--- src/rtl/pid_err_gen.sv ---
// Error front-end for the PID loop: saturated, deadbanded setpoint-feedback error,
// a two-deep error history, and a clamped anti-windup integral.
module pid_err_gen #(
    parameter logic signed [31:0] INT_MAX  = 32'sd1000000,
    parameter logic signed [31:0] INT_MIN  = -32'sd1000000,
    parameter logic        [31:0] DEADBAND = 32'd0
) (
    input  logic               clk,
    input  logic               rstn,
    input  logic               sample_en,
    input  logic signed [31:0] setpoint,
    input  logic signed [31:0] feedback,
    input  logic               int_clr,
    input  logic               int_hold,
    input  logic               restart,
    output logic signed [31:0] error,
    output logic signed [31:0] error1,
    output logic signed [31:0] sum_e,
    output logic               err_valid,
    output logic               primed
);

    typedef enum logic {EMPTY, RUN} state_t;

    function automatic logic signed [31:0] sat_diff(input logic signed [32:0] d);
        if (d > 33'sh0_7FFF_FFFF)
            return 32'sh7FFF_FFFF;
        else if (d < -33'sh0_8000_0000)
            return 32'sh8000_0000;
        else
            return d[31:0];
    endfunction

    // -2^31 has magnitude 2^31, which the unsigned 32-bit two's complement yields.
    function automatic logic signed [31:0] deadband(input logic signed [31:0] x);
        logic [31:0] mag;
        mag = x[31] ? (~x + 32'd1) : x;
        if (mag <= DEADBAND)
            return 32'sd0;
        else
            return x;
    endfunction

    function automatic logic signed [31:0] clamp_int(input logic signed [32:0] s);
        if (s > $signed({INT_MAX[31], INT_MAX}))
            return INT_MAX;
        else if (s < $signed({INT_MIN[31], INT_MIN}))
            return INT_MIN;
        else
            return s[31:0];
    endfunction

    logic signed [32:0] diff;
    logic signed [31:0] e_new_q;
    logic               s1_vld_q;

    logic signed [31:0] error_q, error1_q, sum_e_q;
    logic               err_valid_q, primed_q;
    state_t             state_q;

    logic signed [32:0] sum_ext;
    logic               integrate;

    assign diff = {setpoint[31], setpoint} - {feedback[31], feedback};

    // Stage 1: capture the conditioned error
    always_ff @(posedge clk) begin
        if (sample_en)
            e_new_q <= deadband(sat_diff(diff));
    end

    always_ff @(posedge clk or negedge rstn) begin
        if (!rstn)
            s1_vld_q <= 1'b0;
        else
            s1_vld_q <= sample_en && !restart;
    end

    // Under hold, only integrate when the new error pulls the integral back toward zero.
    assign sum_ext   = {sum_e_q[31], sum_e_q} + {e_new_q[31], e_new_q};
    assign integrate = !int_hold ||
                       ((e_new_q != 32'sd0) && (sum_e_q != 32'sd0) && (e_new_q[31] != sum_e_q[31]));

    // Stage 2: commit into history and integral
    always_ff @(posedge clk or negedge rstn) begin
        if (!rstn) begin
            error_q     <= 32'sd0;
            error1_q    <= 32'sd0;
            sum_e_q     <= 32'sd0;
            err_valid_q <= 1'b0;
            primed_q    <= 1'b0;
            state_q     <= EMPTY;
        end else begin
            err_valid_q <= 1'b0;
            if (restart) begin
                state_q  <= EMPTY;
                primed_q <= 1'b0;
            end else if (s1_vld_q) begin
                case (state_q)
                    EMPTY: begin
                        error_q  <= e_new_q;
                        error1_q <= e_new_q;
                    end
                    default: begin
                        error_q  <= e_new_q;
                        error1_q <= error_q;
                    end
                endcase
                if (integrate)
                    sum_e_q <= clamp_int(sum_ext);
                state_q     <= RUN;
                primed_q    <= 1'b1;
                err_valid_q <= 1'b1;
            end
            if (int_clr)
                sum_e_q <= 32'sd0;
        end
    end

    assign error     = error_q;
    assign error1    = error1_q;
    assign sum_e     = sum_e_q;
    assign err_valid = err_valid_q;
    assign primed    = primed_q;

endmodule
--- config.mk ---
export PLATFORM = sky130hd
export DESIGN_NAME = pid_err_gen
export DESIGN_NICKNAME = d
export VERILOG_FILES = /design/src/rtl/pid_err_gen.sv
export SDC_FILE = /design/constraint.sdc
export NUM_CORES = 1
export LEC_CHECK = 0
export BUFFER_PORTS_ARGS = -buffer_cell sky130_fd_sc_hd__buf_2
export CORE_UTILIZATION = 40
export DETAILED_ROUTE_END_ITERATION = 16
export PLACE_DENSITY = 0.66
export REMOVE_ABC_BUFFERS = 1
export SETUP_SLACK_MARGIN = 0.4
export SLEW_MARGIN = 30
export SYNTH_ARGS = -nofsm -noshare
export SYNTH_HDL_FRONTEND = slang
export SYNTH_SLANG_ARGS = --single-unit
--- constraint.sdc ---
create_clock -name clk -period 3.85 [get_ports clk]
set_input_delay 0.385 -clock clk [delete_from_list [all_inputs] [get_ports clk]]
set_output_delay 0.385 -clock clk [all_outputs]
set_load 0.05 [all_outputs]
# Yosys cells after proc, flatten, opt, wreduce, memory -nomap -nowiden
# Cells that the tools add are included.
# Widths: inputs -> output; s select.
[word_totals]
inputBits = 70
reg_bits = 131
output_inout_bits = 98
wordCells = 47
[op_classes]
order_cmp = 5
addsub = 3
bitwise_logic = 2
mux = 15
n_eq_ne = 2
n_reduce_logical = 13
[ops]
columns = ["op", "n"]
rows = [
  ["$mux 32", 11],
  ["$reduce_bool 32->1", 2],
  ["$add 32x32->33", 1],
  ["$gt 33x21->1 const B", 1],
  ["$gt 33x32->1 const B", 1],
  ["$lt 33x21->1 const B", 1],
  ["$lt 33x32->1 const B", 1],
  ["$sub 32x32->33", 1],
  ["$add 32x1->32 const B", 1],
  ["$le 32x1->1 const B", 1],
  ["$not 32->32", 1],
  ["$reduce_bool 2->1", 3],
  ["$mux 1", 4],
  ["$logic_and 1x1->1", 3],
  ["$reduce_and 3->1", 1],
  ["$logic_not 1->1", 2],
  ["$ne 2x2->1 const B", 1],
  ["$reduce_and 2->1", 1],
  ["$logic_or 1x1->1", 1],
  ["$ne 1x1->1", 1],
  ["$not 1->1", 1],
]

# Depth between registers and ports, before layout
[logic_depth]
ltp_word = 9
ltp_mapped = 14

# Least setup slack after synthesis
# No wires, ideal clock.
[synth_path]
path_kind = "reg-to-reg"
from = "register sum_e_q[18], in the netlist sum_e[18]"
to = "register sum_e_q[14], in the netlist sum_e[14]"
slack_ns = -0.345
t_required_ns = 3.724
period_less_slack_ns = 4.195
setup_time_ns = 0.126
path_stages_with_launch = 13
n_path_buf = 1
t_arrival_ns = 4.069
cell_sequence = "dfrtp_1 > ha_1 > buf_2 > a21o_1 > a221o_1 > a21oi_1 > a31oi_2 > or4_1 > a2111o_1 > or4_4 > nor4_4 > nor3_1 > a221o_1"
[synth_via]
elab_chain_cells = 8
word_cells_on_any_way = 15
classes_between = "add/sub (1); order compare (2); mux (6); reduce/logical (6)"
[synth_lines]
columns = ["item", "line", "rtl"]
rows = [
  ["from (decl)", "57", "logic signed [31:0] error_q, error1_q, sum_e_q;"],
  ["from (signal assigned)", "110", "sum_e_q <= clamp_int(sum_ext);"],
  ["$add 32x32->33", "80", "assign sum_ext = {sum_e_q[31], sum_e_q} + {e_new_q[31], e_new_q};"],
  ["$lt 33x21->1", "47", "else if (s < $signed({INT_MIN[31], INT_MIN}))"],
  ["$mux 32", "47", ""],
  ["$mux 32", "45", "if (s > $signed({INT_MAX[31], INT_MAX}))"],
  ["$mux 32", "109", "if (integrate)"],
  ["$mux 32", "98", "end else if (s1_vld_q) begin"],
  ["$mux 32", "95", "if (restart) begin"],
  ["$mux 32", "115", "if (int_clr)"],
]
# Parallel ways exist; a longest one is shown, timed or not. The select of a mux whose other input is x is not followed.
# A chain may end at the register's enable or synchronous reset.

# Worst setup path in the final report
[layout_path]
from = "register e_new_q[16]"
to = "register sum_e_q[18], in the netlist sum_e[18]"
[layout_via]
elab_chain_cells = 8
word_cells_on_any_way = 15
classes_between = "add/sub (1); order compare (2); mux (6); reduce/logical (6)"
[layout_lines]
columns = ["item", "line", "rtl"]
rows = [
  ["from (decl)", "54", "logic signed [31:0] e_new_q;"],
  ["from (signal assigned)", "69", "e_new_q <= deadband(sat_diff(diff));"],
  ["$add 32x32->33", "80", ""],
  ["$lt 33x21->1", "47", ""],
  ["$mux 32", "47", ""],
  ["$mux 32", "45", ""],
  ["$mux 32", "109", ""],
  ["$mux 32", "98", ""],
  ["$mux 32", "95", ""],
  ["$mux 32", "115", ""],
]
# Parallel ways exist; a longest one is shown, timed or not. The select of a mux whose other input is x is not followed.

==> results.txt <==
----------------------------------------------------
[Run]
  Max-cap check violation count ... 0

[Setup path]
  Kind of start point of the critical path ... flip-flop
  Top Family by Delay on Critical Path ... compound AO/OA/AOI/OAI gates
  Cell-by-cell trace of the critical path ... ha_1 -> a21o_1 -> a221o_1 -> a21oi_2 -> a31oi_4 -> or4_1 -> a2111o_1 -> or4_4 -> nor4_4 -> buf_6 -> nor3_4 -> a221o_1
  Buffers and inverters on the worst path ... 1
  Worst EP arrival ... 4.00 ns
  Slowest CP cell ... or4_1
  Maximum fanout count along the critical path ... 4
  Worst setup path category ... flip-flop to flip-flop
  Data required time of the critical path ... 4.15 ns
  Kind of end point of the critical path ... flip-flop
  CP peak stage delay ... 0.48 ns
  Worst path most repeated cell ... a221o_1

[STA]
  Final count of pins violating max slew ... 0
  Slew of the pin with the lowest slew margin ... 0.839 ns
  Clock skew after layout ... 0.00988 ns
  Clock period minus worst slack ... 3.70 ns
  Unrepaired setup endpoints after global routing ... true
  Ratio of final minimum period to clock period ... 0.960
  Number of failing hold endpoints at the final stage ... 4
  Highest clock rate ... 270 MHz
  Smallest hold slack ... -0.00518 ns
  Headroom to the max-slew limit ... 0.441
  Number of failing setup endpoints in the final timing report ... 0

[GRT]
  Global-route usage over all layers ... 0.259
  Number of global-route vias before repair ... 9063
  Antenna violations before repair ... 3
  Global-route congestion overflow total ... 0
  First-pass GRT wire length ... 48.6 mm
  Largest net degree at the start of global routing ... 97

[Clock network]
  Post-CTS clock slew at the launch and capture registers of the worst setup and hold paths ... 0.06 ns
  Clock tree root buffer cell ... clkbuf_16
  CTS tree ... built
  Maximum level of the CTS H-tree ... 4
  Clock sink count ... 131
  Number of buffers inserted during clock tree synthesis ... 17
  Worst-case clock buffer depth ... 2
  Clock latency reported for the late side of the worst-skew pair ... 0.43 ns

[Route]
  # DRC ... 0
  Detailed Route WL ... 31.4 mm
  Antenna Violating Nets Remaining ... 0
  Iteration-0 DRC Markers ... 780
  TritonRoute pass-1 iters ... 5
  Via Count ... 9782
  Detail-routed via count per cell ... 5.56
  WL/cell ... 17.9 um

[Placed design]
  Count of input and output buffers ... 167
  Global placement routability congestion ... 0.977
  Detailed-placement wirelength estimate ... 24.6 mm
  Post-placement cell area ... 11800 um^2

[Floorplan]
  Count of boundary I/O pins ... 168
  Die Outline Area ... 24500 um^2
  Die extent in x ... 157 um
  Initial core utilization ... 0.407
  Die height ... 157 um
  Site Rows ... 56
  Core ar. ... 23500 um^2

[Logic synthesis]
  Fraction of post-synthesis cell area in the top cell type by area ... 0.259
  Post-synthesis instance area ... 9560 um^2
  Synth unique cells ... 76
  Post-synthesis cell type with the largest combined area ... dfrtp_1
  Cells taking the most area after synthesis ... dfrtp_1, edfxtp_1, ha_1
  Number of synthesized flops with an enable pin ... 32
  Most used standard cell by instance count after synthesis ... nand2_1
  Instance count of the mapped netlist ... 1114
  Top cells by instance count after synthesis ... nand2_1, dfrtp_1, a21oi_1
  Post-Syn Area per Cell ... 8.58 um^2
  Prevailing post-synth register cell ... dfrtp_1
  Seq/Total Area, Yosys ... 0.360
  #FFs+latches synth ... 131
  YS warnings ... 0
  Proportion of synthesized flip-flops having asynchronous set or reset ... 0.756

[Power and ir drop]
  Max VDD drop ... 0.000385 V
  Internal power contribution ... 3720 uW
  Switching power as a share of total power ... 0.432
  Part of the power in registers ... 0.297
  Ratio of total power to cell area ... 506 nW/um^2
  Clk network pwr share ... 0.240
  Total Power ... 6540 uW
  Switching pwr ... 2830 uW
  Combinational fraction of design power ... 0.463
  Standby leakage power ... 0.00646 uW

[Run status]
  Violated checks ... hold timing
  Run status ... finished with violations

[Finish]
  Share of cells above drive strength 1 ... 0.315
  Layout overhead on the synthesized area ... 35.4%
  Final design area excluding fillers ... 12900 um^2
  Number of nets at the end of the flow ... 1561

[Worst hold path]
  Hold crit path type ... input port to async pin

----------------------------------------------------
==> power groups by stage <==
stage          clock [uW]  combinational, uW  sequential, uW
5_1_grt              1650               3250            1970
3_3_place_gp            0               2800            1950
4_1_cts              1590               2920            1940
2_1_floorplan           0               1130            2550
3_5_place_dp            0               2820            1970
6_report             1570               3030            1940
==> logic make-up after synthesis <==
| family | count (synthesis) | synth area share |
|---|---|---|
| buf+inv | 112 | 0.0458 |
| fa+ha+maj | 67 | 0.0890 |
| compound gates | 340 | 0.232 |
| flops | 131 | 0.360 |
| simple gates | 374 | 0.186 |
| mux | 38 | 0.0399 |
| xor+xnor | 52 | 0.0477 |
==> metal layers <==
metal  vias to the layer above  wire length [um]  global-route usage  share of wire
li1                       4700                 -                   -              -
met1                      4635             13500               0.336           0.43
met2                       386             14600               0.425           0.46
met3                        61              2170              0.0451          0.069
met4                         0              1150               0.110          0.037
met5                         -                 0                   0              0
==> placed cells by master (no fill, tap or decap), drive strengths merged, types with 14 or more instances in the layout <==
cell    netlist  routed
o21a         14      14
edfxtp       32      32
inv          57      62
xnor2        28      28
nand3        18      18
a21o         38      38
nand2b       14      14
ha           64      64
xor2         24      24
a21oi        88      88
nor3         15      15
o21ai        85      85
clkbuf       49      20
nor2         51      51
mux2i        37      37
nand2       186     186
nor4         21      21
buf           5     346
a31oi        14      14
dfrtp        99      99
nand4        16      16
==> sequential cells by signal, summed over array words and instances (netlist names) <==
| register | cells |
|---|---|
| sum_e | 32 |
| e_new_q | 32 |
| s1_vld_q | 1 |
| error1 | 32 |
| primed | 1 |
| error | 32 |
| err_valid | 1 |
==> what timing repair did <==
action | in CTS | in global routing
resized for setup | 46 | 33
hold buffers | 0 | 0
setup buffers | 9 | 10
endpoints found under the setup margin | 20 | 50
pin swaps | 26 | 23
==> per-stage QoR <==
step | util | setup WS, ns | hold WS [ns] | instances | TNS [ns]
6_report | 0.551 | 0.153 | -0.00518 | 1758 | 0
5_1_grt | 0.551 | 0.0620 | 0.0481 | 1757 | 0
4_1_cts | 0.540 | 0.177 | 0.0128 | 1747 | 0
3_5_place_dp | 0.502 | -0.280 | 0.459 | 1706 | -4.05
3_3_place_gp | 0.502 | -0.194 | 0.459 | 1706 | -2.49
2_1_floorplan | - | -1.19 | 0.0894 | 1060 | -31.60
==> worst paths after layout <==
path,startpoint,endpoint,slack [ns],cells past startpoint
max,e_new_q[16],sum_e[18],0.15,12
min,rstn,error[10],-0.005,1
max reg2reg,e_new_q[16],sum_e[18],0.15,12
min reg2reg,error1[30],error1[30],0.47,2
max in group asynchronous,rstn,primed,3.00,2
min in group clk,restart,primed,0.13,2
==> area by class of cell <==
type / instances / area, um^2
Multi-Input combinational cell: 871 / 6100
Sequential cell: 131 / 3440
Inverter: 58 / 218
Timing Repair Buffer: 346 / 2210
Fill cell: 2170 / 10500
Antenna cell: 1 / 2.50
Tap cell: 319 / 399
Clock inverter: 12 / 92.6
Clock buffer: 20 / 478
No activity file was read; power rests on OpenSTA's default activity.
